--- src/rtl/eject_unit.sv ---
// Ejection stage of the deflection router: pulls at most one locally addressed
// flit per cycle into a small FIFO and registers every other flit onward.
module eject_unit #(
  parameter int NODE_ROW = 4,
  parameter int NODE_COL = 4,
  parameter int DW       = 16,
  parameter int DEPTH    = 4
) (
  input  logic                       clk,
  input  logic                       rst,
  input  logic [3:0]                 in_valid,
  input  logic [23:0]                in_addr,
  input  logic [4*DW-1:0]            in_data,
  output logic [3:0]                 out_valid,
  output logic [23:0]                out_addr,
  output logic [4*DW-1:0]            out_data,
  output logic [3:0]                 eject_dir,
  output logic                       local_valid,
  output logic [5:0]                 local_addr,
  output logic [DW-1:0]              local_data,
  input  logic                       local_ready,
  output logic [$clog2(DEPTH):0]     fifo_count
);

  localparam int PW = $clog2(DEPTH);
  localparam int CW = PW + 1;

  logic [3:0]    match;
  logic          grant_valid;
  logic [1:0]    grant_idx;
  logic [1:0]    rr_ptr;
  logic [PW-1:0] wr_ptr;
  logic [PW-1:0] rd_ptr;
  logic [CW-1:0] count;
  logic          push;
  logic          pop;
  logic [5:0]    mem_addr [DEPTH];
  logic [DW-1:0] mem_data [DEPTH];

  always_comb begin
    for (int k = 0; k < 4; k++) begin
      match[k] = in_valid[k]
              && (in_addr[6*k+3 +: 3] == 3'(NODE_ROW))
              && (in_addr[6*k   +: 3] == 3'(NODE_COL));
    end
  end

  // Occupancy is judged before any same-cycle pop, so a full FIFO never grants.
  always_comb begin
    logic [1:0] idx;
    idx         = '0;
    grant_valid = 1'b0;
    grant_idx   = '0;
    if (count < CW'(DEPTH)) begin
      for (int i = 0; i < 4; i++) begin
        idx = rr_ptr + 2'(i);
        if (!grant_valid && match[idx]) begin
          grant_valid = 1'b1;
          grant_idx   = idx;
        end
      end
    end
  end

  assign push        = grant_valid;
  assign pop         = local_valid && local_ready;
  assign local_valid = (count != '0);
  assign local_addr  = mem_addr[rd_ptr];
  assign local_data  = mem_data[rd_ptr];
  assign fifo_count  = count;

  always_ff @(posedge clk) begin
    if (rst) begin
      out_valid <= '0;
      out_addr  <= '0;
      out_data  <= '0;
      eject_dir <= '0;
      rr_ptr    <= '0;
      wr_ptr    <= '0;
      rd_ptr    <= '0;
      count     <= '0;
    end else begin
      for (int k = 0; k < 4; k++) begin
        if (in_valid[k] && !(grant_valid && (grant_idx == 2'(k)))) begin
          out_valid[k]          <= 1'b1;
          out_addr[6*k +: 6]    <= in_addr[6*k +: 6];
          out_data[DW*k +: DW]  <= in_data[DW*k +: DW];
        end else begin
          out_valid[k]          <= 1'b0;
          out_addr[6*k +: 6]    <= '0;
          out_data[DW*k +: DW]  <= '0;
        end
      end

      eject_dir <= grant_valid ? (4'(1) << grant_idx) : 4'b0000;
      if (grant_valid) begin
        rr_ptr <= grant_idx + 2'd1;
      end

      // Pointers wrap naturally because DEPTH is a power of two.
      if (push) begin
        mem_addr[wr_ptr] <= in_addr[6*grant_idx +: 6];
        mem_data[wr_ptr] <= in_data[DW*grant_idx +: DW];
        wr_ptr           <= wr_ptr + PW'(1);
      end
      if (pop) begin
        rd_ptr <= rd_ptr + PW'(1);
      end
      case ({push, pop})
        2'b10:   count <= count + CW'(1);
        2'b01:   count <= count - CW'(1);
        default: count <= count;
      endcase
    end
  end

endmodule

--- config.mk ---
export PLATFORM = sky130hd
export DESIGN_NAME = eject_unit
export DESIGN_NICKNAME = d
export VERILOG_FILES = /design/src/rtl/eject_unit.sv
export SDC_FILE = /design/constraint.sdc
export NUM_CORES = 1
export LEC_CHECK = 0
export ABC_CLOCK_PERIOD_IN_PS = 3400
export BUFFER_PORTS_ARGS = -buffer_cell sky130_fd_sc_hd__buf_2
export CAP_MARGIN = 0
export CORE_MARGIN = 2
export CORE_UTILIZATION = 34
export DETAILED_ROUTE_END_ITERATION = 10
export SYNTH_ARGS = -nofsm -noshare
export SYNTH_HDL_FRONTEND = slang
export SYNTH_SLANG_ARGS = --single-unit
--- constraint.sdc ---
create_clock -name clk -period 3.4 [get_ports clk]
set_input_delay 0.34 -clock clk [delete_from_list [all_inputs] [get_ports clk]]
set_output_delay 0.34 -clock clk [all_outputs]
set_load 0.02 [all_outputs]
==> results.cfg, run 1 <==
[clock_tree]
cts_tree = built
h-tree-depth = 4
cts_num_sinks = 195
cts_setup_buffers = 0
cts_max_path_buffers = 2
root_buffer = clkbuf_16
cts_buffers = 17
clk_latency_ps = 430
cts_resized = 0
ctsHoldBuffers = 0
clk_transition_reported_paths_ps = 80

[critical_path]
required_ps = 3770
r2r-start = rr_ptr[0]
cp-startpoint = in_addr[6]
crit_arrival_ps = 3140
end_kind = flip-flop
path_class = in2reg
critPathMaxFanout = 28
start_kind = primary input

[timing]
totalNegativeSetupSlack_ps = 0
rsz0062_at_grt = no
clock_skew_ps = 6.22
finalSetupViolCount = 0
min_period_over_period = 0.815
slew_viol_final = 0
final.min_clock_period_ps = 2770
layout_setup_ws_ps = 630
clock.fmax_mhz = 361
worst_slew_pin_slew_ps = 957
finalHoldViolCount = 0
max_slew_margin = 0.362

[job]
maxCapViolations = 0

[global_routing]
grt_max_degree = 29
grt_overflow_total = 0
grt_pass1_wl_um = 26700
gr-usage-all-layers = 0.165
antenna_found_initial = 2
grt_pass1_vias = 4762

[hold_path]
min_from = in_data[51]
hp-class = in2reg

[layout]
nets = 781
drive_gt1_frac = 0.463
layout_commonest_cell = buf_2
final_cell_mix = buf_2 (216), dfxtp_1 (106), and2_1 (92), edfxtp_1 (88), mux4_2 (38)
synthToLayoutAreaGrowth_pct = 28.8
stdcell_count = 960
final.fill_count = 1850

[die]
dieHeight_um = 148
io_pins = 217
start_util = 0.348
coreArea_mm2 = 0.0203
fp.dieW_um = 148
dieArea_mm2 = 0.0219
num_rows = 52

[placement]
port-buffer-count = 216
place_ws_ps = 242
place.gp.congestion = 0.820
dp_hpwl_um = 12900
dp_cells = 927

[drt]
vias_per_cell = 4.68
drt_pass1_iterations = 4
num_vias = 4497
first_iter_violations = 216
detail-route-antenna-nets = 0
avgRoutedWirePerCell_um = 18.6
route.detailed.drc = 0
drt_wl_total_um = 17800

[synthesis]
synthTopCellsByArea = edfxtp_1 (37%), dfxtp_1 (30%), mux4_2 (12%)
synth-seq-cells = 195
synth_warnings = 0
synthesis.area_mm2 = 0.00706
synth.avg_cell_area_um2 = 15.8
syn_nets = 551
synth_seq_area_share = 0.678
yosys.area.top_type = edfxtp_1
synth_edf_count = 88
async_flop_share = 0
ys.flop_type = dfxtp_1
syn_inst = 446
synth.distinct_cells = 45
synth_top_area_frac = 0.374

[power]
p_int_mw = 3.66
p_sw_mw = 1.18
comb_power_share = 0.078
ir_drop_mv = 0.314
power.leakage_nw = 3.81
p_per_area_mw_per_mm2 = 533
p_sw_frac = 0.244
power_frac_seq = 0.522
p_clk_frac = 0.400

[status]
status = finished clean
==> area by class of cell <==
class                   instances  area, um2  share of cell area
diodes                          1       2.50            0.000275
flip-flops and latches        195       4790               0.526
well taps                     270        338              0.0372
repair buffers                232       1230               0.135
inverters                      10       37.5             0.00413
clock inverters                14        141              0.0155
multi-input cells             220       2120               0.233
clock buffers                  18        439              0.0483
==> critical path, stage by stage <==
cell and delay (ps):
buf_2 100, nand4bb_1 220, or3_1 410, o31ai_1 390, a221oi_2 160, o31ai_4 90, buf_4 440, inv_1 130
ha_1 220, a21oi_2 310, buf_12 190, and2_1 130
==> sequential cells by signal, summed over array words and instances (netlist names), named ones only <==
name	flops
out_data	64
rr_ptr	2
mem_data	64
out_valid	4
eject_dir	4
rd_ptr	2
mem_addr	24
wr_ptr	2
fifo_count	3
out_addr	24
==> power by group through the flow <==
stage          Combinational (mW)  Clock [mW]  Sequential [mW]
5_1_grt                     0.409        2.08             2.53
3_5_place_dp                0.384           0             2.58
2_1_floorplan               0.153           0             2.63
6_report                    0.378        1.94             2.53
3_3_place_gp                0.375           0             2.58
4_1_cts                     0.384        1.99             2.53
==> cell families (layout without fill, tap and decap cells) <==
group,Yosys count,count (layout),share of synthesized area
xor gates and xnor gates,5,5,0.00621
DFF,195,195,0.678
muxes,42,42,0.127
adders and majority gates,10,10,0.0188
AOI/OAI and AO/OA,19,19,0.0223
and+or+nand+nor,144,144,0.124
buffers and inverters,31,274,0.0236
other,0,1,0
==> through the flow <==
| stage | instance area, um2 | power (mW) | hold WS (ps) | util |
|---|---|---|---|---|
| floorplan | 7060 | 2.78 | 416 | - |
| global placement | 8510 | 2.96 | 493 | 0.419 |
| detailed placement | 8510 | 2.97 | 526 | 0.419 |
| CTS | 9090 | 4.90 | 93.4 | 0.448 |
| global route | 9090 | 5.02 | 101 | 0.448 |
| finish | 9090 | 4.84 | 114 | 0.448 |
==> synth_stat cells, types with 2 or more instances <==
cell type,count
buf_2,6
inv_1,10
buf_1,2
ha_1,9
and4bb_2,2
nand2_1,5
and2_1,92
nand3_1,3
o21ai_0,2
and3_1,7
nand2b_1,5
dfxtp_1,107
mux4_2,38
edfxtp_1,88
nor2b_1,2
buf_6,3
xor2_1,3
mux2i_1,4
a21oi_1,8
nor2_1,16
xnor2_1,2
or3_1,2
clkbuf_1,8
==> path summary, 6_finish.rpt <==
check	endpoint	slack, ps	cells past startpoint
max	out_data[60]	630	12
min	out_data[51]	110	2
max reg2reg	out_data[26]	730	7
min reg2reg	flip-flop	540	2
==> metal layers <==
layer,global-route usage,share of wire
met1,0.202,0.42
met2,0.271,0.49
met3,0.0531,0.066
met4,0.0643,0.024
met5,0,0.00062
Power figures use the tool's default switching activity.
==> run 2: changes to the inputs <==
--- a/config.mk
+++ b/config.mk
@@ -5,7 +5,7 @@
 export SDC_FILE = /design/constraint.sdc
 export NUM_CORES = 1
 export LEC_CHECK = 0
-export ABC_CLOCK_PERIOD_IN_PS = 3400
+export ABC_CLOCK_PERIOD_IN_PS = 2400
 export BUFFER_PORTS_ARGS = -buffer_cell sky130_fd_sc_hd__buf_2
 export CAP_MARGIN = 0
 export CORE_MARGIN = 2
==> constraint.sdc (replaced) <==
create_clock -name clk -period 2.4 [get_ports clk]
set_input_delay 0.24 -clock clk [delete_from_list [all_inputs] [get_ports clk]]
set_output_delay 0.24 -clock clk [all_outputs]
set_load 0.02 [all_outputs]
==> run 2 against run 1 <==
  * Routed wire length is 2.0% lower
  * Core utilization grew 1.4 points
  * Non-clock buffer count rose by 24
  * Sequential power up 41%
  * Critical path type is now reg2out
==> results.cfg, run 2 (synthesized netlist as in run 1, its figures left out) <==
[power]
power.leakage_nw = 3.97
p_int_mw = 5.25
comb_power_share = 0.083
ir_drop_mv = 0.443
p_sw_frac = 0.241
p_clk_frac = 0.400
p_total_mw = 6.91
p_per_area_mw_per_mm2 = 737
p_sw_mw = 1.66
power_frac_seq = 0.517

[global_routing]
gr-usage-all-layers = 0.165
grt_pass1_wl_um = 27100
grt.met1_usage = 0.204
met2_usage = 0.280
grt_pass1_vias = 4923
grt_max_degree = 24
grt_overflow_total = 0
met3_usage = 0.0503
antenna_found_initial = 1
busiest_layer = met2

[die]
coreArea_mm2 = 0.0203
dieHeight_um = 148
start_util = 0.348
io_pins = 217
num_rows = 52
dieArea_mm2 = 0.0219
fp.dieW_um = 148

[clock_tree]
cts_buffers = 17
cts_num_sinks = 195
clk_transition_reported_paths_ps = 70
clk_latency_ps = 440
cts_tree = built
root_buffer = clkbuf_16
h-tree-depth = 4
cts_setup_buffers = 0
cts_max_path_buffers = 2

[timing]
layout_setup_ws_ps = 244
finalSetupViolCount = 0
clock_skew_ps = 12.0
max_slew_margin = 0.702
slew_viol_final = 0
final.min_clock_period_ps = 2160
min_period_over_period = 0.898
clock.fmax_mhz = 464
finalHoldViolCount = 0
rsz0062_at_grt = no
worst_slew_pin_slew_ps = 447

[placement]
dp_hpwl_um = 13000
place.gp.congestion = 0.804
dp_cells = 947
port-buffer-count = 216
place_ws_ps = -179

[critical_path]
start_kind = flip-flop
path_class = reg2out
end_kind = output pin
required_ps = 2160
critPathMaxFanout = 11
crit_arrival_ps = 1920

[drt]
detail-route-antenna-nets = 0
first_iter_violations = 182
drt_pass1_iterations = 4
num_vias = 4516
route.detailed.drc = 0
drt_wl_total_um = 17500
avgRoutedWirePerCell_um = 17.7
vias_per_cell = 4.59

[layout]
nets = 805
drive_gt1_frac = 0.481
synthToLayoutAreaGrowth_pct = 32.8
layout_commonest_cell = buf_2
final_cell_mix = buf_2 (216), dfxtp_1 (106), and2_1 (92), edfxtp_1 (88), mux4_2 (38)
reg.largest.list = mem_data: 64 flops, out_data: 64 flops
stdcell_count = 984

[job]
maxCapViolations = 0

[status]
status = finished clean

[hold_path]
hp-class = in2reg
==> run 2: cell count changes in the layout (fill, tap and decap cells not counted), moves of 2 or more <==
cell	change
inv_4	+2
inv_8	+3
buf_4	+15
inv_6	-3
buf_12	+5
dlygate4sd3_1	+4
==> run 2: critical path, cell delays in order (launching register included) <==
cell and delay (ps):
dfxtp_4 510, buf_4 260, mux4_2 520, buf_2 190
==> run 2: routing by layer <==
metal	part of all wire	up-vias
met1	0.43	2242
met5	0	-
li1	-	2116
met3	0.059	18
met2	0.50	140
met4	0.013	0
==> run 2: metrics by stage <==
step | setup TNS [ps] | hold slack, ps | instance area [um2] | util
after floorplan | 0 | 316 | 7100 | -
final | 0 | 17.0 | 9370 | 0.462
after global routing | 0 | 1.68 | 9370 | 0.462
after global placement | -16460 | 454 | 8740 | 0.431
after detailed placement | -22980 | 456 | 8740 | 0.431
after CTS | 0 | 0.641 | 9360 | 0.461
==> run 2: path summary, 6_finish.rpt <==
check / from / endpoint / slack (ps) / depth (start not counted)
hold / removal: in_data[35] / out_data[35] / 20 / 2
hold reg to reg: fifo_count[1] / fifo_count[1] / 520 / 2
setup reg to reg: rr_ptr[0] / out_data[36] / 290 / 7
setup / recovery: flip-flop / local_data[3] / 240 / 3
==> run 2: final cells by class <==
type | instances | area (um2)
Clock buffer | 18 | 450
Timing Repair Buffer | 256 | 1480
Multi-Input combinational cell | 220 | 2140
Antenna cell | 1 | 2.50
Sequential cell | 195 | 4790
Fill cell | 1842 | 10900
Inverter | 10 | 37.5
Tap cell | 270 | 338
Clock inverter | 14 | 136
==> run 2: power by group through the flow <==
stage | registers [mW] | clock network [mW] | logic [mW]
after floorplan | 3.73 | 0 | 0.221
after global placement | 3.65 | 0 | 0.561
after detailed placement | 3.65 | 0 | 0.574
after CTS | 3.57 | 2.84 | 0.580
after global routing | 3.58 | 2.99 | 0.618
final | 3.57 | 2.77 | 0.572
==> run 2: repair_timing <==
item                                    4_1_cts  5_1_grt
hold buffers                                  3        1
hold endpoints to repair                      3        1
gates resized for setup                       0        1
endpoints found under the setup margin        0        8
